--- src/rtl/csm_mem_responder_if.sv ---
// One CSM responder port: op request, address and write data in; ready, done strobe and response out.
interface csm_mem_responder_if #(
    parameter int ADDR_W = 3,
    parameter int DATA_W = 8
);
    logic              start;
    logic [1:0]        op;
    logic [ADDR_W-1:0] addr;
    logic [DATA_W-1:0] wdata;
    logic              ready;
    logic              done;
    logic [DATA_W-1:0] rdata;
    logic              err;

    modport master (
        output start, op, addr, wdata,
        input  ready, done, rdata, err
    );

    modport slave (
        input  start, op, addr, wdata,
        output ready, done, rdata, err
    );
endinterface

--- src/rtl/csm_mem_responder.sv ---
// Dual-port CSM shared-memory responder with per-address hold/release locks.
// Optional CSM_HOLD_TIMEOUT_EN: locks auto-clear HOLD_TIMEOUT cycles after the last successful hold.
module csm_mem_responder #(
    parameter int ADDR_W       = 3,
    parameter int DATA_W       = 8,
    parameter int HOLD_TIMEOUT = 16
) (
    input  logic                clk,
    input  logic                reset,
    csm_mem_responder_if.slave  a_if,
    csm_mem_responder_if.slave  b_if
);
    localparam int DEPTH = 2 ** ADDR_W;

    localparam logic [1:0] OP_READ    = 2'b00;
    localparam logic [1:0] OP_WRITE   = 2'b01;
    localparam logic [1:0] OP_HOLD    = 2'b10;
    localparam logic [1:0] OP_RELEASE = 2'b11;

    typedef enum logic [1:0] {
        S_INIT = 2'd0,
        S_IDLE = 2'd1,
        S_RESP = 2'd2
    } state_e;

    typedef enum logic [1:0] {
        OWN_NONE = 2'd0,
        OWN_A    = 2'd1,
        OWN_B    = 2'd2
    } own_e;

    // Index 0 is port A, index 1 is port B throughout.
    logic              start_s [2];
    logic [1:0]        op_s    [2];
    logic [ADDR_W-1:0] addr_s  [2];
    logic [DATA_W-1:0] wdata_s [2];
    logic              acc_s   [2];
    logic              err_s   [2];
    logic [DATA_W-1:0] rdata_s [2];

    state_e            state_q [2];
    state_e            state_d [2];
    logic              ready_q [2];
    logic              done_q  [2];
    logic              err_q   [2];
    logic [DATA_W-1:0] rdata_q [2];

    own_e              owner_q [DEPTH];
    own_e              owner_d [DEPTH];
    logic [DATA_W-1:0] mem_q   [DEPTH];
    logic [DATA_W-1:0] mem_d   [DEPTH];

`ifdef CSM_HOLD_TIMEOUT_EN
    localparam int CNT_W = $clog2(HOLD_TIMEOUT + 1);
    logic [CNT_W-1:0]  cnt_q   [DEPTH];
    logic [CNT_W-1:0]  cnt_d   [DEPTH];
`endif

    function automatic own_e port_owner(input logic is_b);
        if (is_b) begin
            return OWN_B;
        end else begin
            return OWN_A;
        end
    endfunction

    assign start_s[0] = a_if.start;
    assign start_s[1] = b_if.start;
    assign op_s[0]    = a_if.op;
    assign op_s[1]    = b_if.op;
    assign addr_s[0]  = a_if.addr;
    assign addr_s[1]  = b_if.addr;
    assign wdata_s[0] = a_if.wdata;
    assign wdata_s[1] = b_if.wdata;

    assign a_if.ready = ready_q[0];
    assign a_if.done  = done_q[0];
    assign a_if.rdata = rdata_q[0];
    assign a_if.err   = err_q[0];
    assign b_if.ready = ready_q[1];
    assign b_if.done  = done_q[1];
    assign b_if.rdata = rdata_q[1];
    assign b_if.err   = err_q[1];

    // Per-port handshake FSM next state and accept decode
    always_comb begin
        for (int p = 0; p < 2; p++) begin
            state_d[p] = state_q[p];
            acc_s[p]   = 1'b0;
            case (state_q[p])
                S_INIT: state_d[p] = S_IDLE;
                S_IDLE: begin
                    if (start_s[p]) begin
                        state_d[p] = S_RESP;
                        acc_s[p]   = 1'b1;
                    end else begin
                        state_d[p] = S_IDLE;
                    end
                end
                S_RESP:  state_d[p] = S_IDLE;
                default: state_d[p] = S_INIT;
            endcase
        end
    end

    // Op execution against pre-edge memory and lock table; port A wins same-address write/hold races
    always_comb begin
        logic blocked_v;
        logic lost_v;
        owner_d = owner_q;
        mem_d   = mem_q;
`ifdef CSM_HOLD_TIMEOUT_EN
        cnt_d   = cnt_q;
        for (int i = 0; i < DEPTH; i++) begin
            if (owner_q[i] == OWN_NONE) begin
                cnt_d[i] = {CNT_W{1'b0}};
            end else if (cnt_q[i] == CNT_W'(HOLD_TIMEOUT - 1)) begin
                owner_d[i] = OWN_NONE;
                cnt_d[i]   = {CNT_W{1'b0}};
            end else begin
                cnt_d[i] = cnt_q[i] + CNT_W'(1);
            end
        end
`endif
        for (int p = 0; p < 2; p++) begin
            err_s[p]   = 1'b0;
            rdata_s[p] = {DATA_W{1'b0}};
            blocked_v  = (owner_q[addr_s[p]] == port_owner(p == 0));
            lost_v     = (p == 1) && acc_s[0] && !err_s[0] && (addr_s[0] == addr_s[1])
                         && (op_s[0] == op_s[1])
                         && ((op_s[0] == OP_WRITE) || (op_s[0] == OP_HOLD));
            if (acc_s[p]) begin
                case (op_s[p])
                    OP_READ: begin
                        if (blocked_v) begin
                            err_s[p] = 1'b1;
                        end else begin
                            rdata_s[p] = mem_q[addr_s[p]];
                        end
                    end
                    OP_WRITE: begin
                        if (blocked_v || lost_v) begin
                            err_s[p] = 1'b1;
                        end else begin
                            mem_d[addr_s[p]] = wdata_s[p];
                        end
                    end
                    OP_HOLD: begin
                        if (blocked_v || lost_v) begin
                            err_s[p] = 1'b1;
                        end else begin
                            owner_d[addr_s[p]] = port_owner(p == 1);
`ifdef CSM_HOLD_TIMEOUT_EN
                            cnt_d[addr_s[p]] = {CNT_W{1'b0}};
`endif
                        end
                    end
                    OP_RELEASE: begin
                        if (owner_q[addr_s[p]] == port_owner(p == 1)) begin
                            owner_d[addr_s[p]] = OWN_NONE;
`ifdef CSM_HOLD_TIMEOUT_EN
                            cnt_d[addr_s[p]] = {CNT_W{1'b0}};
`endif
                        end else begin
                            err_s[p] = 1'b1;
                        end
                    end
                    default: err_s[p] = 1'b1;
                endcase
            end else begin
                err_s[p] = 1'b0;
            end
        end
    end

    // State, response registers, memory and lock table
    always_ff @(posedge clk) begin
        if (reset) begin
            for (int p = 0; p < 2; p++) begin
                state_q[p] <= S_INIT;
                ready_q[p] <= 1'b0;
                done_q[p]  <= 1'b0;
                err_q[p]   <= 1'b0;
                rdata_q[p] <= {DATA_W{1'b0}};
            end
            for (int i = 0; i < DEPTH; i++) begin
                mem_q[i]   <= {DATA_W{1'b0}};
                owner_q[i] <= OWN_NONE;
`ifdef CSM_HOLD_TIMEOUT_EN
                cnt_q[i]   <= {CNT_W{1'b0}};
`endif
            end
        end else begin
            for (int p = 0; p < 2; p++) begin
                state_q[p] <= state_d[p];
                ready_q[p] <= (state_d[p] == S_IDLE);
                done_q[p]  <= acc_s[p];
                err_q[p]   <= err_s[p];
                rdata_q[p] <= rdata_s[p];
            end
            mem_q   <= mem_d;
            owner_q <= owner_d;
`ifdef CSM_HOLD_TIMEOUT_EN
            cnt_q   <= cnt_d;
`endif
        end
    end
endmodule

--- src/flat_wrapper.sv ---
// flat-port wrapper written by rule: the top's interface ports become plain ports
module csm_mem_responder_flat 
#(
    parameter int ADDR_W       = 3,
    parameter int DATA_W       = 8,
    parameter int HOLD_TIMEOUT = 16
)
  (clk, reset, a_if_start, a_if_op, a_if_addr, a_if_wdata, a_if_ready, a_if_done, a_if_rdata, a_if_err, b_if_start, b_if_op, b_if_addr, b_if_wdata, b_if_ready, b_if_done, b_if_rdata, b_if_err);
  csm_mem_responder_if #(.ADDR_W(ADDR_W), .DATA_W(DATA_W)) a_if_i ();
  csm_mem_responder_if #(.ADDR_W(ADDR_W), .DATA_W(DATA_W)) b_if_i ();
  input  logic clk;
  input  logic reset;
  input wire logic [$bits(a_if_i.start)-1:0] a_if_start;
  input wire logic [$bits(a_if_i.op)-1:0] a_if_op;
  input wire logic [$bits(a_if_i.addr)-1:0] a_if_addr;
  input wire logic [$bits(a_if_i.wdata)-1:0] a_if_wdata;
  output wire logic [$bits(a_if_i.ready)-1:0] a_if_ready;
  output wire logic [$bits(a_if_i.done)-1:0] a_if_done;
  output wire logic [$bits(a_if_i.rdata)-1:0] a_if_rdata;
  output wire logic [$bits(a_if_i.err)-1:0] a_if_err;
  input wire logic [$bits(b_if_i.start)-1:0] b_if_start;
  input wire logic [$bits(b_if_i.op)-1:0] b_if_op;
  input wire logic [$bits(b_if_i.addr)-1:0] b_if_addr;
  input wire logic [$bits(b_if_i.wdata)-1:0] b_if_wdata;
  output wire logic [$bits(b_if_i.ready)-1:0] b_if_ready;
  output wire logic [$bits(b_if_i.done)-1:0] b_if_done;
  output wire logic [$bits(b_if_i.rdata)-1:0] b_if_rdata;
  output wire logic [$bits(b_if_i.err)-1:0] b_if_err;
  assign a_if_i.start = a_if_start;
  assign a_if_i.op = a_if_op;
  assign a_if_i.addr = a_if_addr;
  assign a_if_i.wdata = a_if_wdata;
  assign a_if_ready = a_if_i.ready;
  assign a_if_done = a_if_i.done;
  assign a_if_rdata = a_if_i.rdata;
  assign a_if_err = a_if_i.err;
  assign b_if_i.start = b_if_start;
  assign b_if_i.op = b_if_op;
  assign b_if_i.addr = b_if_addr;
  assign b_if_i.wdata = b_if_wdata;
  assign b_if_ready = b_if_i.ready;
  assign b_if_done = b_if_i.done;
  assign b_if_rdata = b_if_i.rdata;
  assign b_if_err = b_if_i.err;
  csm_mem_responder #(.ADDR_W(ADDR_W), .DATA_W(DATA_W), .HOLD_TIMEOUT(HOLD_TIMEOUT)) u_core (.clk(clk), .reset(reset), .a_if(a_if_i), .b_if(b_if_i));
endmodule
--- config.mk ---
export PLATFORM = sky130hd
export DESIGN_NAME = csm_mem_responder_flat
export DESIGN_NICKNAME = d
export VERILOG_FILES = /design/src/rtl/csm_mem_responder_if.sv /design/src/rtl/csm_mem_responder.sv /design/src/flat_wrapper.sv
export SDC_FILE = /design/constraint.sdc
export NUM_CORES = 1
export LEC_CHECK = 0
export CAP_MARGIN = 20
export CORE_ASPECT_RATIO = 0.9
export CORE_MARGIN = 1.5
export CORE_UTILIZATION = 55
export CTS_BUF_LIST = sky130_fd_sc_hd__clkbuf_4 sky130_fd_sc_hd__clkbuf_8
export DETAILED_ROUTE_END_ITERATION = 8
export DONT_BUFFER_PORTS = 1
export PLACE_DENSITY_LB_ADDON = 0.25
export SLEW_MARGIN = 0
export SYNTH_ARGS = -nofsm -noshare
export SYNTH_HDL_FRONTEND = slang
export SYNTH_SLANG_ARGS = --single-unit
--- constraint.sdc ---
create_clock -name clk -period 3.05 [get_ports clk]
set_input_delay 0.7625 -clock clk [delete_from_list [all_inputs] [get_ports clk]]
set_output_delay 0.7625 -clock clk [all_outputs]
set_load 0.01 [all_outputs]
; After elaboration in Yosys (flattened, before gate mapping)
; Memory sizes are Yosys's and may differ from the RTL's.
; Cells that the tools add are included.
[totals]
word_cells = 160
inputBits = 30
memories = 5
out_inout_bits = 22
mem_bits_rw = 26
register_bits = 80
[classes]
mux = 84
n_reduce_logical = 17
n_bitwise = 16
magnitude_cmp = 4
n_eq_ne = 18
[memory_table]
columns = name, words, word_bits, read_ports, rd_clocked_by_memory_dff, wr, line_no
row1 = u_core.rdata_q, 2, 8, 2, 0, 2, csm_mem_responder.sv:46  ; logic [DATA_W-1:0] rdata_q [2];
row2 = u_core.state_q, 2, 2, 2, 0, 2, csm_mem_responder.sv:41  ; state_e state_q [2];
row3 = u_core.done_q, 2, 1, 2, 0, 2, csm_mem_responder.sv:44  ; logic done_q [2];
row4 = u_core.err_q, 2, 1, 2, 0, 2, csm_mem_responder.sv:45  ; logic err_q [2];
row5 = u_core.ready_q, 2, 1, 2, 0, 2, csm_mem_responder.sv:43  ; logic ready_q [2];
[ops]
columns = operator, count
row1 = $mux 64, 6
row2 = $bwmux 64, 2
row3 = $mux 8, 14
row4 = $mux 16, 6
row5 = $pmux 16 s2, 2
row6 = $bmux 8 s3, 2
row7 = $demux 8 s3, 2
row8 = $mux 2, 20
row9 = $and 16x16->16, 2
row10 = $bwmux 16, 2
row11 = $not 16->16, 2
row12 = $mux 1, 20
row13 = $eq 2x1->1 const B, 7
row14 = $eq 2x2->1 const B, 7
row15 = $bmux 2 s3, 2
row16 = $demux 2 s3, 2
row17 = $or 1x1->1, 10
row18 = $ge 4x4->1 const B, 2
row19 = $logic_not 2->1, 4
row20 = $lt 4x1->1 const B, 2
row21 = $not 3->4, 2
row22 = $pmux 2 s2, 2
row23 = $eq 2x2->1, 3
row24 = $logic_and 1x1->1, 6
row25 = 7 further kinds, 10

; Longest topological paths before layout
; Gate-level depths: netlist of run 1.
[depth]
depth_word = 21
ltp_mapped = 10

; Worst setup path before layout of run 1
; No wires, ideal clock.
[synth_path]
path_type = input-to-reg
start = input port a_if_addr[1]
end = register u_core.owner_q[13] in the netlist's numbering
setup_ns = 0.117
required_time_ns = 2.933
path_slack_ns = -0.058
path_stages = 9
arrival_time_ns = 2.991
path_buffers = 3
cell_sequence = buf_4 -> mux4_2 -> mux2_2 -> a21o_1 -> a2111o_1 -> buf_2 -> and3_1 -> buf_6 -> a22o_1
[synth_between]
elab_chain_len = 17
word_cells_on_any_way = 35
cone_classes = 2 x order compare / 3 x eq/ne / 19 x mux / 4 x bitwise / 7 x reduce/logical
[synth_lines]
columns = element, line_no
row1 = "start, declared", flat_wrapper.sv:15  ; input wire logic [$bits(a_if_i.addr)-1:0] a_if_addr;
row2 = $not 3->4, n/a
row3 = $bmux 2 s3, "csm_mem_responder.sv:128, csm_mem_responder.sv:159"
row4 = $mux 2 (not written as such) (2 in a row), "csm_mem_responder.sv:128, csm_mem_responder.sv:159"
row5 = $eq 2x2->1 (on tied branches), "csm_mem_responder.sv:159, csm_mem_responder.sv:128"
row6 = $mux 1 (on tied branches), n/a
row7 = $pmux 1 s2, csm_mem_responder.sv:133  ; case (op_s[p])
row8 = $mux 1, csm_mem_responder.sv:132  ; if (acc_s[p]) begin
row9 = $logic_not 1->1, csm_mem_responder.sv:129  ; lost_v = (p == 1) && acc_s[0] && !err_s[0] && (addr_s[0] == addr_s[1])
row10 = $logic_and 1x1->1 (2 in a row), csm_mem_responder.sv:129
row11 = $logic_and 1x1->1, csm_mem_responder.sv:130  ; && (op_s[0] == op_s[1])
row12 = $logic_and 1x1->1, csm_mem_responder.sv:131  ; && ((op_s[0] == OP_WRITE) || (op_s[0] == OP_HOLD));
row13 = $logic_or 1x1->1, csm_mem_responder.sv:149  ; if (blocked_v || lost_v) begin
row14 = $mux 16, csm_mem_responder.sv:149
row15 = $pmux 16 s2, csm_mem_responder.sv:133
row16 = $mux 16 *, csm_mem_responder.sv:132
row17 = "end signal, assigned", csm_mem_responder.sv:202  ; owner_q <= owner_d;
row18 = "end, declared", csm_mem_responder.sv:48  ; own_e owner_q [DEPTH];
; Mark *: on every way between the ends. The rest lies on a longest branch, timed or not. The select of a mux whose other input is x is not followed.
; A chain may end at the register's enable or synchronous reset.

; Final worst setup path of run 1
[layout_path]
start = input port a_if_addr[1]
end = register u_core.mem_q[0] in the netlist's numbering
[layout_between]
elab_chain_len = 17
word_cells_on_any_way = 30
cone_classes = 2 x order compare / 3 x eq/ne / 17 x mux / 1 x bitwise / 7 x reduce/logical
[layout_lines]
columns = element, line_no
row1 = $not 3->4 (not written as such), "csm_mem_responder.sv:128, csm_mem_responder.sv:145, csm_mem_responder.sv:159"
row2 = $bmux 2 s3, "csm_mem_responder.sv:128, csm_mem_responder.sv:159"
row3 = $mux 2 (not written as such) (2 in a row), "csm_mem_responder.sv:128, csm_mem_responder.sv:159"
row4 = $eq 2x2->1 (on tied branches), "csm_mem_responder.sv:159, csm_mem_responder.sv:128"
row5 = $mux 1 (on tied branches), n/a
row6 = $pmux 1 s2, csm_mem_responder.sv:133
row7 = $mux 1, csm_mem_responder.sv:132
row8 = $logic_not 1->1, csm_mem_responder.sv:129
row9 = $logic_and 1x1->1 (2 in a row), csm_mem_responder.sv:129
row10 = $logic_and 1x1->1, csm_mem_responder.sv:130
row11 = $logic_and 1x1->1, csm_mem_responder.sv:131
row12 = $logic_or 1x1->1, csm_mem_responder.sv:142  ; if (blocked_v || lost_v) begin
row13 = $mux 64, csm_mem_responder.sv:142
row14 = $mux 64, csm_mem_responder.sv:133
row15 = $mux 64 *, csm_mem_responder.sv:132
row16 = "end signal, assigned by index", csm_mem_responder.sv:187  ; mem_q[i] <= {DATA_W{1'b0}};
row17 = "end signal, assigned", csm_mem_responder.sv:201  ; mem_q <= mem_d;
row18 = "end, declared", csm_mem_responder.sv:50  ; logic [DATA_W-1:0] mem_q [DEPTH];
; Marked as above.

==> run summary, run 1 <==
status: finished, final reports clean
CP max FO: 15
XOR/XNOR share of the synthesized area: 0.00736
total vias in the final route: 5576
Mapped Avg Cell Area: 9.56 um^2
setup bufs post-CTS: 0
slowest cell delay on critical path: 0.51 ns
Mapped Cells: 622
max cap viols: 0
highest clock rate: 367 MHz
Total Wirelength: 20400 um
pins over their slew limit: 0
part of the cycle the worst path needs: 0.893
layout cells sized above 1: 0.163
die width: 113 um
worst vdd ir: 0.362 mV
RSZ-0062 raised after global routing: false
Sink Count: 105
combinational family with the most area after synthesis: compound AO/OA/AOI/OAI gates
Post-CTS Hold Fix Bufs: 0
minimum clock period: 2.72 ns
kind of critical path: primary input to register
Final nets: 647
initial core utilization: 0.573
largest net degree at the start of global routing: 90
Layout Cells excl Fill: 743
# setup viols final: 0
Pwr Total: 2.53 mW
Total GRT Usage: 0.364
HPWL after DPL: 13200 um
share of synthesized registers carrying an async set or reset: 0
Initial DRT Pass Iterations: 7
TritonCTS clock tree: done
Distinct cells, synth: 45
# diodes: 0
hold_ws: 0.438 ns
clk root buf: clkbuf_8
CP Cell Sequence: mux4_2 > mux2_4 > and3_4 > a2111o_1 > and3_1 > a221oi_2
ANT nets after route: 0
storage element area: 2100 um^2
DRT iter0 DRCs: 999
drc violations: 0
Critical Path RT: 3.35 ns
worst min path class: primary input to register
Slew @ Worst Pin: 0.819 ns
Core Util, Final: 0.625
via/cell ratio: 7.50
Simple-Gate Fraction of Synth Area: 0.130
Area Overhead vs Synth: 9.00%
Seq/Total Area, Yosys: 0.353
row count: 35
Die Ht: 102 um
area taken by multi-input logic gates: 3530 um^2
Buffers on Ports: 0
synthesis warning total: 0
vias in the first global route: 5321
number of flops mapped to enable cells by yosys: 0
most frequent cells in the layout: dfxtp_1, mux2i_1, a221oi_1, buf_4
global-route wire length before repair: 31200 um
Post-Syn Nets: 660
Final Wtd Congestion: 0.970
Worst slew margin: 0.450
Synth Flop Type: dfxtp_1
H-tree Lvls: 3
CTS Buf Count: 9
post-cts resize count: 0
gr ovfl total: 0
placed insts: 727
WL/cell: 27.5 um
WP buf/inv: 0
mapped cell area: 5950 um^2
worst skew pair latency: 0.39 ns
pwr/cell area: 391 nW/um^2
Compound-Gate Fraction of Synth Area: 0.261
CP Capture Type: register
Hold Fails Final Rpt: 0
mux share of post-synthesis cell area: 0.175
WP data arrival: 3.02 ns
core area: 10400 um^2
Die Area: 11400 um^2
Boundary Pins: 52
Fill cells: 880
type of origin of the critical path: primary input
number of synthesized register bits: 105
setup TNS: 0 ns
crit path max-delay cell type: a2111o_1
initial antenna violation count: 0
clk_skew: 0.00867 ns
Leakage: 2.57 nW
commonest non-fill, non-tap cell in the layout: dfxtp_1
Max clock buf depth: 2
adder-cell share of the synthesized area: 0.0168
clk slew on worst S/H paths: 0.10 ns
Top delay family on crit path: compound AO/OA/AOI/OAI gates
-- metrics by stage --
stage / setup WS, ns / area [um^2]
after global placement: 0.0457 / 6280
final: 0.326 / 6480
after floorplan: 0.00511 / 5960
after CTS: 0.372 / 6480
after global routing: 0.275 / 6480
after detailed placement: -0.0310 / 6280
-- flip-flops by register name, indices dropped and copies added, names as in the netlist --
name,cells
u_core.state_q,3
u_core.mem_q,64
u_core.owner_q,16
u_core.ready_q,2
u_core.rdata_q,16
u_core.done_q,2
u_core.err_q,2
-- report_power, final --
part / switching [mW] / internal, mW
clock network: 0.513 / 0.405
logic: 0.132 / 0.0849
registers: 0.0128 / 1.39
total: 0.657 / 1.88
-- routing by layer --
metal | GRT usage | share of wire | vias to the layer above
met4 | 0.142 | 0.038 | 0
met1 | 0.488 | 0.39 | 2659
met2 | 0.556 | 0.43 | 426
met3 | 0.108 | 0.15 | 84
met5 | 0 | 0 | -
li1 | - | - | 2407
-- synth_stat cells, drive strengths merged (7+ instances only) --
cell type,n,area [um^2]
nand2,16,60.1
nor3b,7,52.6
nor2,36,135
mux4,9,203
nor2b,14,87.6
a22o,15,131
and3,11,68.8
a31oi,14,87.6
buf,30,146
a21oi,36,180
clkbuf,42,158
nand2b,12,75.1
a221oi,79,792
ha,8,100
nor3,7,35.0
mux2i,76,761
dfxtp,105,2100
nand4,13,81.3
a22oi,21,158
inv,7,26.3
mux2,7,78.8
-- cells by family after synthesis --
| family | after synthesis |
|---|---|
| adder cells (fa/ha/maj) | 8 |
| AND/OR/NAND/NOR | 142 |
| buffers and inverters | 79 |
| AO/OA/AOI/OAI | 191 |
| flip-flops | 105 |
| XOR/XNOR | 5 |
| multiplexers | 92 |
-- area by class of cell --
cell class / instances / area share
inverter: 7 / 0.00405
sequential: 105 / 0.324
multi-input combinational: 438 / 0.544
clock buffer: 10 / 0.0212
timing repair buffer: 48 / 0.0710
tap: 129 / 0.0249
clock inverter: 6 / 0.0102
-- path summary, 6_finish.rpt --
check,to,depth (start not counted),startpoint,slack [ns]
worst max-delay path,u_core.mem_q[0],6,a_if_addr[1],0.33
worst min register to register,u_core.ready_q[0][1],2,u_core.state_q[0][2],0.54
worst min-delay path,u_core.state_q[0][0],1,reset,0.44
worst max register to register,u_core.mem_q[0],6,u_core.owner_q[3],0.36
No activity file was read; power rests on OpenSTA's default activity.
==> run 2, diff against run 1 <==
CTS_CLUSTER_DIAMETER = 50   (was not set)
==> results of run 2 <==
Final layout, timing and power as in run 1 (identical DEF).
==> run 3, diff against run 2 <==
CELL_PAD_IN_SITES_DETAIL_PLACEMENT = 0   (was not set)
CELL_PAD_IN_SITES_GLOBAL_PLACEMENT = 1   (was not set)
CORE_UTILIZATION = 47   (was 55)
==> run summary, run 3 (synthesis results as in run 1) <==
status: finished, final reports clean (unchanged)
Die Ht: 110 um (was 102 um)
placed insts: 756 (was 727)
ANT nets after route: 0 (unchanged)
design area: 6440 um^2 (was 6480 um^2)
minimum clock period: 2.74 ns (was 2.72 ns)
clk root buf: clkbuf_8 (unchanged)
worst skew pair latency: 0.41 ns (was 0.39 ns)
Slew @ Worst Pin: 0.841 ns (was 0.819 ns)
clk slew on worst S/H paths: 0.12 ns (was 0.10 ns)
Layout Cells excl Fill: 772 (was 743)
core area: 12200 um^2 (was 10400 um^2)
setup bufs post-CTS: 0 (unchanged)
RSZ-0062 raised after global routing: false (unchanged)
highest clock rate: 365 MHz (was 367 MHz)
Total Wirelength: 20800 um (was 20400 um)
global-route wire length before repair: 31200 um (about the same)
max reg flops: 64 (unchanged)
layout cells sized above 1: 0.163 (about the same)
pins over their slew limit: 0 (unchanged)
CTS Buf Count: 9 (unchanged)
worst min path class: primary input to register (unchanged)
routing usage on met2: 0.474 (was 0.556)
HPWL after DPL: 13700 um (was 13200 um)
most frequent cells in the layout: dfxtp_1, mux2i_1, a221oi_1, buf_4 (unchanged)
part of the cycle the worst path needs: 0.897 (was 0.893)
H-tree Lvls: 3 (unchanged)
Final nets: 645 (was 647)
Total GRT Usage: 0.323 (was 0.364)
Boundary Pins: 52 (unchanged)
slowest cell delay on critical path: 0.50 ns (was 0.51 ns)
max cap viols: 0 (unchanged)
busiest grt layer: met2 (unchanged)
Die Area: 13300 um^2 (was 11400 um^2)
# diodes: 0 (unchanged)
DRT iter0 DRCs: 611 (was 999)
type of origin of the critical path: primary input (unchanged)
TritonCTS clock tree: done (unchanged)
kind of critical path: primary input to register (unchanged)
largest reg by FF count: u_core.mem_q (unchanged)
pwr/cell area: 384 nW/um^2 (was 391 nW/um^2)
Final Wtd Congestion: 0.917 (was 0.970)
Hold Fails Final Rpt: 0 (unchanged)
clk_skew: 0.0197 ns (was 0.00867 ns)
# setup viols final: 0 (unchanged)
die width: 122 um (was 113 um)
vias in the first global route: 5247 (was 5321)
Area Overhead vs Synth: 8.37% (was 9.00%)
gr ovfl total: 0 (unchanged)
worst-case reg-to-reg path depth: 6 (unchanged)
Fill cells: 1105 (was 880)
row count: 38 (was 35)
WP data arrival: 3.04 ns (was 3.02 ns)
Leakage: 2.52 nW (was 2.57 nW)
drc violations: 0 (unchanged)
GRT met1 Usage: 0.439 (was 0.488)
CP Capture Type: register (unchanged)
initial antenna violation count: 0 (unchanged)
hold_ws: 0.435 ns (was 0.438 ns)
Largest regs: u_core.mem_q x64, u_core.owner_q x16, u_core.rdata_q x16 (unchanged)
Worst Hold Depth: 1 (unchanged)
Worst slew margin: 0.437 (was 0.450)
total vias in the final route: 5469 (was 5576)
placed cell area: 6260 um^2 (was 6280 um^2)
Initial DRT Pass Iterations: 7 (unchanged)
via/cell ratio: 7.08 (was 7.50)
CP Cell Sequence: mux4_2 > mux2_4 > a21o_1 > a2111o_1 > and4_1 > a221oi_1 (was mux4_2 > mux2_4 > and3_4 > a2111o_1 > and3_1 > a221oi_2)
Buffers on Ports: 0 (unchanged)
post-cts resize count: 0 (unchanged)
WL/cell: 27.0 um (was 27.5 um)
Global Route met3 Usage: 0.0991 (was 0.108)
Pwr Total: 2.47 mW (was 2.53 mW)
commonest non-fill, non-tap cell in the layout: dfxtp_1 (unchanged)
crit path max-delay cell type: a2111o_1 (unchanged)
worst vdd ir: 0.282 mV (was 0.362 mV)
Max clock buf depth: 2 (unchanged)
Critical Path RT: 3.35 ns (about the same)
largest net degree at the start of global routing: 90 (unchanged)
Sink Count: 105 (unchanged)
Post-CTS Hold Fix Bufs: 0 (unchanged)
CP max FO: 15 (unchanged)
initial core utilization: 0.487 (was 0.573)
-- run 3: layout make-up --
| cell class | instances | area [um^2] | area share |
|---|---|---|---|
| clock buffers | 9 | 124 | 0.0192 |
| clock inverters | 7 | 58.8 | 0.00912 |
| inverters | 7 | 26.3 | 0.00408 |
| flip-flops and latches | 105 | 2100 | 0.326 |
| well taps | 160 | 200 | 0.0311 |
| multi-input cells | 438 | 3540 | 0.549 |
| repair buffers | 46 | 395 | 0.0613 |
-- run 3: report_power, final --
group | leakage [nW] | switching, mW | internal [mW]
Sequential | 0.848 | 0.0131 | 1.39
Combinational | 1.58 | 0.130 | 0.0827
Clock | 0.0925 | 0.551 | 0.312
-- run 3: path summary, 6_finish.rpt --
kind	endpoint	slack [ns]	from
hold / removal	u_core.state_q[0][0]	0.43	reset
setup reg to reg	u_core.mem_q[31]	0.32	u_core.owner_q[3]
setup / recovery	u_core.mem_q[31]	0.31	a_if_addr[1]
hold reg to reg	u_core.state_q[0][2]	0.53	u_core.state_q[0][2]
-- run 3: worst max-delay path: cells and delay by family --
kind,cells,cell delay [ns]
muxes,2,0.78
and+or+nand+nor,1,0.42
AOI/OAI and AO/OA,3,1.07
-- run 3: routing by layer --
metal	wire (um)	vias up
met5	0	-
met4	703	0
met3	2590	66
met2	8950	366
met1	8590	2640
li1	-	2397
-- run 3: metrics by stage --
stage          TNS, ns  worst slack [ns]  utilization
2_1_floorplan        0           0.00511            -
3_3_place_gp         0           0.00708        0.512
3_5_place_dp     -1.05           -0.0650        0.512
4_1_cts              0             0.351        0.527
5_1_grt              0             0.225        0.527
6_report             0             0.313        0.527
